===== config.mk =====
export PLATFORM = sky130hd
export DESIGN_NAME = latency_tag_tracker
export DESIGN_NICKNAME = d
export VERILOG_FILES = /design/src/rtl/lat_track_pkg.sv /design/src/rtl/lat_track_sweeper.sv /design/src/rtl/latency_tag_tracker.sv
export SDC_FILE = /design/constraint.sdc
export NUM_CORES = 2
export LEC_CHECK = 0
export CORE_UTILIZATION = 40
export DETAILED_ROUTE_END_ITERATION = 6
export HOLD_SLACK_MARGIN = 0.06
export SLEW_MARGIN = 10
export SYNTH_ARGS = -nofsm -noshare
export SYNTH_HDL_FRONTEND = slang
export SYNTH_SLANG_ARGS = --single-unit

===== constraint.sdc =====
create_clock -name clk -period 17.6 [get_ports clk]
set_clock_uncertainty 0.15 [all_clocks]
set_input_delay 5.28 -clock clk [delete_from_list [all_inputs] [get_ports clk]]
set_output_delay 5.28 -clock clk [all_outputs]
set_load 0.005 [all_outputs]

===== src/rtl/lat_track_pkg.sv =====
// lat_track_pkg: shared defaults, types and saturating stat increment for the latency tag tracker.
package lat_track_pkg;
  localparam int COUNTER_WIDTH_DEF = 64;
  localparam int TAG_WIDTH_DEF = 6;
  typedef logic [TAG_WIDTH_DEF-1:0] tag_t;
  typedef struct packed {
    logic valid;
    logic [COUNTER_WIDTH_DEF-1:0] ts;
  } entry_t;
  function automatic logic [31:0] sat_inc(input logic [31:0] v);
    return &v ? v : v + 32'd1;
  endfunction
endpackage


===== src/rtl/lat_track_sweeper.sv =====
// lat_track_sweeper: round-robin pointer that requests expiry of aged entries (used with LAT_TRACK_TIMEOUT_EN).
module lat_track_sweeper #(
  parameter int COUNTER_WIDTH = 64,
  parameter int TAG_WIDTH = 6,
  parameter int TIMEOUT_CYCLES = 65536
) (
  input  logic                     clk,
  input  logic                     rst,
  input  logic                     step_i,
  input  logic                     block_i,
  input  logic                     valid_i,
  input  logic [COUNTER_WIDTH-1:0] ts_i,
  input  logic [COUNTER_WIDTH-1:0] now_i,
  output logic [TAG_WIDTH-1:0]     ptr_o,
  output logic                     clr_o
);
  logic [TAG_WIDTH-1:0] ptr_q;
  logic [COUNTER_WIDTH-1:0] age;
  assign age = now_i - ts_i;
  assign ptr_o = ptr_q;
  assign clr_o = step_i && valid_i && !block_i && age >= COUNTER_WIDTH'(TIMEOUT_CYCLES);
  always_ff @(posedge clk)
    if (rst) ptr_q <= '0;
    else if (step_i) ptr_q <= ptr_q + 1'b1;
endmodule


===== src/rtl/latency_tag_tracker.sv =====
// latency_tag_tracker: per-tag start timestamp table emitting {start,end} latency samples.
module latency_tag_tracker import lat_track_pkg::*; #(
  parameter int COUNTER_WIDTH = COUNTER_WIDTH_DEF,
  parameter int TAG_WIDTH = TAG_WIDTH_DEF,
  parameter int TIMEOUT_CYCLES = 65536
) (
  input  logic                     clk,
  input  logic                     rst,
  input  logic [COUNTER_WIDTH-1:0] timestamp,
  input  logic                     cfg_enable,
  input  logic                     cfg_clear,
  input  logic                     start_valid,
  input  logic [TAG_WIDTH-1:0]     start_tag,
  input  logic                     end_valid,
  input  logic [TAG_WIDTH-1:0]     end_tag,
  output logic [COUNTER_WIDTH-1:0] latency_start,
  output logic [COUNTER_WIDTH-1:0] latency_end,
  output logic                     latency_valid,
  output logic [TAG_WIDTH:0]       pending_count,
  output logic [31:0]              stat_orphan_end,
  output logic [31:0]              stat_dup_start,
  output logic [31:0]              stat_timeout
);
  localparam int DEPTH = 1 << TAG_WIDTH;
  logic [DEPTH-1:0] valid_q, valid_d;
  logic [COUNTER_WIDTH-1:0] ts_q [DEPTH];
  logic [COUNTER_WIDTH-1:0] lat_start_q, lat_end_q;
  logic lat_valid_q;
  logic [TAG_WIDTH:0] pending_q, pending_d;
  logic [31:0] orphan_q, dup_q;
  logic st, ed, end_hit, orphan, dup, sw_clr;
  logic [TAG_WIDTH-1:0] sw_ptr;
  assign st = start_valid && cfg_enable && !cfg_clear;
  assign ed = end_valid && cfg_enable && !cfg_clear;
  assign end_hit = ed && valid_q[end_tag];
  assign orphan = ed && !valid_q[end_tag];
  assign dup = st && valid_q[start_tag] && !(ed && end_tag == start_tag);
`ifdef LAT_TRACK_TIMEOUT_EN
  logic [31:0] timeout_q;
  lat_track_sweeper #(
    .COUNTER_WIDTH(COUNTER_WIDTH),
    .TAG_WIDTH(TAG_WIDTH),
    .TIMEOUT_CYCLES(TIMEOUT_CYCLES)
  ) u_sweeper (
    .clk(clk),
    .rst(rst),
    .step_i(cfg_enable && !cfg_clear),
    .block_i((start_valid && start_tag == sw_ptr) || (end_valid && end_tag == sw_ptr)),
    .valid_i(valid_q[sw_ptr]),
    .ts_i(ts_q[sw_ptr]),
    .now_i(timestamp),
    .ptr_o(sw_ptr),
    .clr_o(sw_clr)
  );
  always_ff @(posedge clk)
    if (rst || cfg_clear) timeout_q <= '0;
    else if (sw_clr) timeout_q <= sat_inc(timeout_q);
  assign stat_timeout = timeout_q;
`else
  assign sw_ptr = '0;
  assign sw_clr = 1'b0;
  assign stat_timeout = '0;
`endif
  always_comb begin
    valid_d = valid_q;
    if (end_hit) valid_d[end_tag] = 1'b0;
    if (sw_clr) valid_d[sw_ptr] = 1'b0;
    if (st) valid_d[start_tag] = 1'b1;
    if (cfg_clear) valid_d = '0;
  end
  always_comb begin
    pending_d = '0;
    for (int i = 0; i < DEPTH; i++) pending_d = pending_d + (TAG_WIDTH+1)'(valid_d[i]);
  end
  always_ff @(posedge clk)
    if (st) ts_q[start_tag] <= timestamp;
  always_ff @(posedge clk)
    if (rst || cfg_clear) begin
      valid_q <= '0;
      pending_q <= '0;
      lat_valid_q <= 1'b0;
      lat_start_q <= '0;
      lat_end_q <= '0;
      orphan_q <= '0;
      dup_q <= '0;
    end else begin
      valid_q <= valid_d;
      pending_q <= pending_d;
      lat_valid_q <= end_hit;
      if (end_hit) lat_start_q <= ts_q[end_tag];
      if (end_hit) lat_end_q <= timestamp;
      if (orphan) orphan_q <= sat_inc(orphan_q);
      if (dup) dup_q <= sat_inc(dup_q);
    end
  assign latency_start = lat_start_q;
  assign latency_end = lat_end_q;
  assign latency_valid = lat_valid_q;
  assign pending_count = pending_q;
  assign stat_orphan_end = orphan_q;
  assign stat_dup_start = dup_q;
endmodule


After elaboration in Yosys (flattened, before gate mapping)
Memories as Yosys holds them, arrays and structs flattened. A register that Yosys moved wholly into a read port is not among the register bits.
Cells that the tools add are included.
- memories: 1
- input bits: 82
- register bits: 200
- output and inout bits: 232
- memory bits (writable): 4096
- bitwise gates (word level): 5
- reductions and logical operators: 19
- $lt $le $gt $ge: 4
- add/sub/neg operators: 65
- equality and inequality tests: 1
- multiplexer cells: 13
- memories (memory ; words ; bits a word ; rd ports ; clocked after memory_dff ; wr ports ; line ; RTL):
    ts_q ; 64 ; 64 ; 1 ; 1 ; 1 ; latency_tag_tracker.sv:26 ; logic [COUNTER_WIDTH-1:0] ts_q [DEPTH];
- operators with widths (cell ; number):
    $add A7 B1 Y7 ; 57
    $mux W64 ; 3
    $add A32 B1 Y32 const B ; 2
    $and A64 B64 Y64 ; 1
    $not A64 Y64 ; 1
    $or A64 B64 Y64 ; 1
    $reduce_and A32 Y1 ; 2
    $lt A6 B7 Y1 const B ; 2
    $bmux W1 S6 ; 2
    $demux W1 S6 ; 2
    $ge A6 B1 Y1 const B ; 2
    $logic_and A1 B1 Y1 ; 11
    $add A6 B1 Y7 ; 1
    $add A5 B1 Y6 ; 1
    $eq A6 B6 Y1 ; 1
    $mux W1 ; 6
    $add A4 B1 Y5 ; 1
    $add A3 B1 Y4 ; 1
    $reduce_and A2 Y1 ; 2
    $add A2 B1 Y3 ; 1
    $logic_not A1 Y1 ; 3
    $add A1 B1 Y2 ; 1
    $not A1 Y1 ; 2
    $logic_or A1 B1 Y1 ; 1

Depth between registers and ports, before layout
- depth in word-level cells: 73
- depth in mapped cells: 34
- gate-level depth less buffers: 30

Worst setup path after synthesis
OpenSTA, ideal clock, no wires.
- path kind: input to register
- start point: in cfg_enable
- end point: reg pending_q[6], in the netlist pending_count[6]
- path buffers: 1
- path slack: 1.255 ns
- arrival time: 16.068 ns
- cell stages on the path: 28
- data required time: 17.322 ns
- setup time: 0.128 ns
- cell sequence: nor2b_1 and2_1 clkbuf_1 nand2_1 nor3_1 nor4_1 nor3_1 fa_1 inv_1 fa_1 inv_1 fa_1 fa_1 fa_1 fa_1 inv_1 fa_1 fa_1 inv_1 ha_1 fa_1 a21o_1 a21oi_1 nor2b_1 nor2_1 nor2_1 nor2_1 nor2_1
- elaborated cells on any way between the ends: 72
- RTL lines (what ; line ; RTL):
    start: declaration ; latency_tag_tracker.sv:10 ; input logic cfg_enable,
    $logic_and A1 B1 Y1 (2 in series) ; latency_tag_tracker.sv:34 ; assign ed = end_valid && cfg_enable && !cfg_clear;
    $logic_and A1 B1 Y1 ; latency_tag_tracker.sv:35 ; assign end_hit = ed && valid_q[end_tag];
    $mux W64 ; latency_tag_tracker.sv:66 ; if (end_hit) valid_d[end_tag] = 1'b0;
    $or A64 B64 Y64 (no source line) ; -- ;
    $mux W64 (*) ; latency_tag_tracker.sv:68 ; if (st) valid_d[start_tag] = 1'b1;
    $mux W64 (*) ; latency_tag_tracker.sv:69 ; if (cfg_clear) valid_d = '0;
    via valid_d[11] ; latency_tag_tracker.sv:25 ; logic [DEPTH-1:0] valid_q, valid_d;
    $add A7 B1 Y7 (*) (53 in series) ; latency_tag_tracker.sv:73 ; for (int i = 0; i < DEPTH; i++) pending_d = pending_d + (TAG_WIDTH+1)'(valid_d[i]);
    end signal: assignment ; latency_tag_tracker.sv:88 ; pending_q <= pending_d;
    end: declaration ; latency_tag_tracker.sv:29 ; logic [TAG_WIDTH:0] pending_q, pending_d;
Mark *: on every way through the listed nets, which the timed path passes. The rest lies on a longest branch.
A chain may end at the register's enable or synchronous reset.

Final worst setup path
- start point: in cfg_enable
- end point: reg pending_q[6], in the netlist pending_count[6]
- longest elaborated chain between the ends: 70
- elaborated cells on any way between the ends: 72
- RTL lines (what ; line):
    $logic_and A1 B1 Y1 (2 in series) ; latency_tag_tracker.sv:34
    $logic_and A1 B1 Y1 ; latency_tag_tracker.sv:35
    $mux W64 ; latency_tag_tracker.sv:66
    $or A64 B64 Y64 (no source line) ; --
    $mux W64 (*) ; latency_tag_tracker.sv:68
    $mux W64 (*) ; latency_tag_tracker.sv:69
    $add A1 B1 Y2 ; latency_tag_tracker.sv:73
    $add A2 B1 Y3 ; latency_tag_tracker.sv:73
    $add A3 B1 Y4 ; latency_tag_tracker.sv:73
    $add A4 B1 Y5 ; latency_tag_tracker.sv:73
    $add A5 B1 Y6 ; latency_tag_tracker.sv:73
    $add A6 B1 Y7 ; latency_tag_tracker.sv:73
    $add A7 B1 Y7 (56 in series) ; latency_tag_tracker.sv:73
    $add A7 B1 Y7 (*) ; latency_tag_tracker.sv:73
Mark *: on every way between the ends. The rest lies on a longest branch, timed or not.

==> metrics <==
die width ~640 um; # setup viols final 0; WP buf/inv 5; nets about 10000; pin count of the biggest net entering global routing 117; clock-pin slew on the worst setup and hold paths roughly 60 ps; top_reg_cell synth edfxtp_1; Hold Buf Count CTS 0; Worst-Skew Late Latency 1030 ps; vias in the first global route about 94000; number of core rows roughly 230; area grow syn2layout 13.9%; Top Ports 314; Slowest cell on crit path nor2_1; Num CTS Buffers ~420; proportion of layout cells with a drive suffix above 1 10.9%; element type at the critical path start input port; dominant cell type by area after synthesis edfxtp_1; GRT Overall Usage between 20% and 30%; sw frac 21.9%; H-tree Lvls 5; R2R Setup Slk 8790 ps; Post-Route WL ~590000 um; initial antenna violation count between 60 and 70; Most common cell on crit path fa_1; Sink Count approximately 4400; Pint 16.6 mW; # DRC 7; Tightest Pin Transition 1330 ps; Top delay family on crit path adder cells; routed via count 100334; synth warn 0; Clock Path Buffers 4; postcts setup bufs 0; max-slew violation count 0; P_sw between 4 and 5 mW; Critical Path Max Stage Delay ~910 ps; Initial DRT Pass Iterations 7; FILL cells around 34000; DP Area between 150000 and 200000 um^2; Crit path required time ~18000 ps; GRT overflow 0; hold path depth 2; register area share after synthesis around 79%; Routed Antenna Nets 0; failing checks DRC; core area 403000 um^2; setup repair after global routing missed its margin false; drt wl/cell just under 40 um; outcome complete, but fails checks; min Tclk post-route approximately 14000 ps; height of the die approximately 640 um; gate count after technology mapping between 9000 and 10000; Post-CTS Resized 0; post-route cell area 185000 um^2; hold path startpoint latency_end[51]$_SDFFE_PP0N_; worst reg-to-reg path cell count 28; Clk pwr share between 40% and 50%; routed vias/inst around 6.5; Hold Crit Class reg -> reg; Hold Fails Final Rpt 0; #FFs+latches synth about 4400; slew margin rel. between 10% and 20%; post-synth top area share about three quarters; Critical Path AT ~15000 ps; power share of the sequential group between 50% and 60%; Worst Setup End Kind flip-flop; Final TNS setup 0 ps; Synth cell types 93; port buffer count roughly 280; Comb pwr share between 4 and 5%; synthesized area between 150000 and 200000 um^2; Period Utilization, post-route roughly four fifths; # Max-Cap Violations 0; drt first-iter violations ~17000; peak supply drop 0.0864 mV; die area between 400000 and 500000 um^2; CTS tree built; most area-consuming cells after synthesis edfxtp_1 76%, a22oi_1 6.1%, dfxtp_1 3.3%; Initial Utilization about two fifths; Root Driver clkbuf_16; reg-to-reg startpoint valid_q[14]$_SDFF_PP0_; Avg Cell Area, Syn ~17 um^2; fmax just over 70 MHz; reg-to-reg endpoint pending_count[6]$_SDFF_PP0_; ys async rst share 0%; Lkg Pwr roughly 56 nW; number of synthesized flops with an enable pin slightly above 4000; routability cong. about 0.9; worst-path fanout max 31; WS Path Type in -> reg; pwr dens around 110 nW/um^2; dpl hpwl 323000 um; WHS Endpoint latency_end[51]$_SDFFE_PP0N_; first-pass GRT wire length 800000 um
cell families after synthesis:
family / synth area share (%)
flops: 79.1
compound gates: 13.6
xor+xnor: 0.0486
fa+ha+maj: 0.798
other cells: 0.00231
simple gates: 3.30
mux: 0.776
buf+inv: 2.34
power groups by stage:
stage / sequential, mW / combinational, mW / clock (mW)
6_report: 11.4 / 0.868 / 8.99
5_1_grt: 11.4 / 0.892 / 9.42
4_1_cts: 11.4 / 0.855 / 9.04
3_5_place_dp: 11.6 / 0.854 / 0
3_3_place_gp: 11.6 / 0.842 / 0
2_1_floorplan: 11.6 / 0.375 / 0
flip-flops by register name, summed over array words and instances, names as in the netlist:
register         count
latency_start       64
ts_q              4096
pending_count        7
stat_dup_start      32
stat_orphan_end     32
valid_q             64
latency_valid        1
latency_end         64
cell type report:
| type | count | area [um^2] | share of cell area [%] |
|---|---|---|---|
| clock buffers | 539 | 11300 | 6.12 |
| inverters | 126 | 713 | 0.386 |
| repair buffers | 549 | 4770 | 2.58 |
| well taps | 5405 | 6760 | 3.66 |
| diodes | 21 | 52.6 | 0.0285 |
| flip-flops and latches | 4360 | 128000 | 69.5 |
| clock inverters | 242 | 2260 | 1.23 |
| multi-input cells | 4150 | 30500 | 16.5 |
cells in the mapped netlist (11+ instances only):
cell type and count:
a311o_1 25, buf_4 69, and2_1 15, buf_1 43
o31a_1 12, o2bb2ai_1 11, edfxtp_1 4096, nand2_1 275
nor4_1 63, a221oi_1 315, mux2_2 24, nand4_1 107
a22oi_1 1311, a31oi_1 237, mux2i_1 80, fa_1 54
or3_1 47, a222oi_1 48, a22o_1 308, and3_1 82
inv_1 126, or4_1 38, o21a_1 14, a21oi_1 234
a21o_1 12, nand3b_1 11, a211oi_1 13, nand3_1 67
o31ai_1 24, nor2_1 164, ha_1 17, a41oi_1 86
nor3_1 41, a31o_2 16, o21ai_0 95, a311oi_1 54
and4_1 18, buf_2 308, clkbuf_1 246, dfxtp_1 264
buf_6 11
metrics by stage:
stage / worst slack (ps) / instances / hold slack (ps) / util (%) / power (mW)
6_report: 3640 / 15392 / 303 / 45.8 / 21.2
5_1_grt: 3380 / 15381 / 327 / 45.8 / 21.7
4_1_cts: 3700 / 15371 / 304 / 45.8 / 21.2
3_5_place_dp: 2710 / 14590 / 296 / 42.4 / 12.4
3_3_place_gp: 2460 / 14588 / 291 / 42.4 / 12.4
2_1_floorplan: 1250 / 9316 / 298 / - / 12.0
worst reg2reg max path: cells and delay by family (launching register included):
kind / cells / cell delay [ps]
flip-flops: 1 / 520
AO/OA/AOI/OAI: 8 / 1950
adder cells (fa/ha/maj): 10 / 4700
multiplexers: 1 / 250
buffers and inverters: 4 / 660
AND/OR/NAND/NOR: 5 / 430
metal layers:
metal	part of all wire [%]	vias to the layer above	track usage [%]
met5	0.030	-	0
met4	4.9	30	11.7
met3	11	1094	4.83
met2	46	7256	44.2
met1	38	52457	38.8
li1	-	39497	-
layout by cell type (no fill, tap or decap), drive strengths merged, types with 67 or more instances in the layout:
master	n
clkbuf	539
dfxtp	264
nor2	164
a22oi	1311
and3	83
nand2	276
clkinv	186
a31oi	237
o21ai	97
a21oi	235
edfxtp	4096
a221oi	317
a41oi	86
mux2i	80
buf	337
a22o	308
inv	138
clkdlybuf4s50	212
nand4	107
nand3	67
how the worst max path moves through the flow:
stage	slack [ps]	start	cells after the start	to
2_1_floorplan	1250	cfg_enable	28	pending_count[6]$_SDFF_PP0_
3_3_place_gp	2460	cfg_enable	30	pending_count[6]$_SDFF_PP0_
3_5_place_dp	2710	cfg_enable	30	pending_count[6]$_SDFF_PP0_
4_1_cts	3700	cfg_enable	30	pending_count[6]$_SDFF_PP0_
5_1_grt	3380	cfg_enable	29	pending_count[6]$_SDFF_PP0_
6_report	3640	cfg_enable	29	pending_count[6]$_SDFF_PP0_
Power figures use the tool's default switching activity.
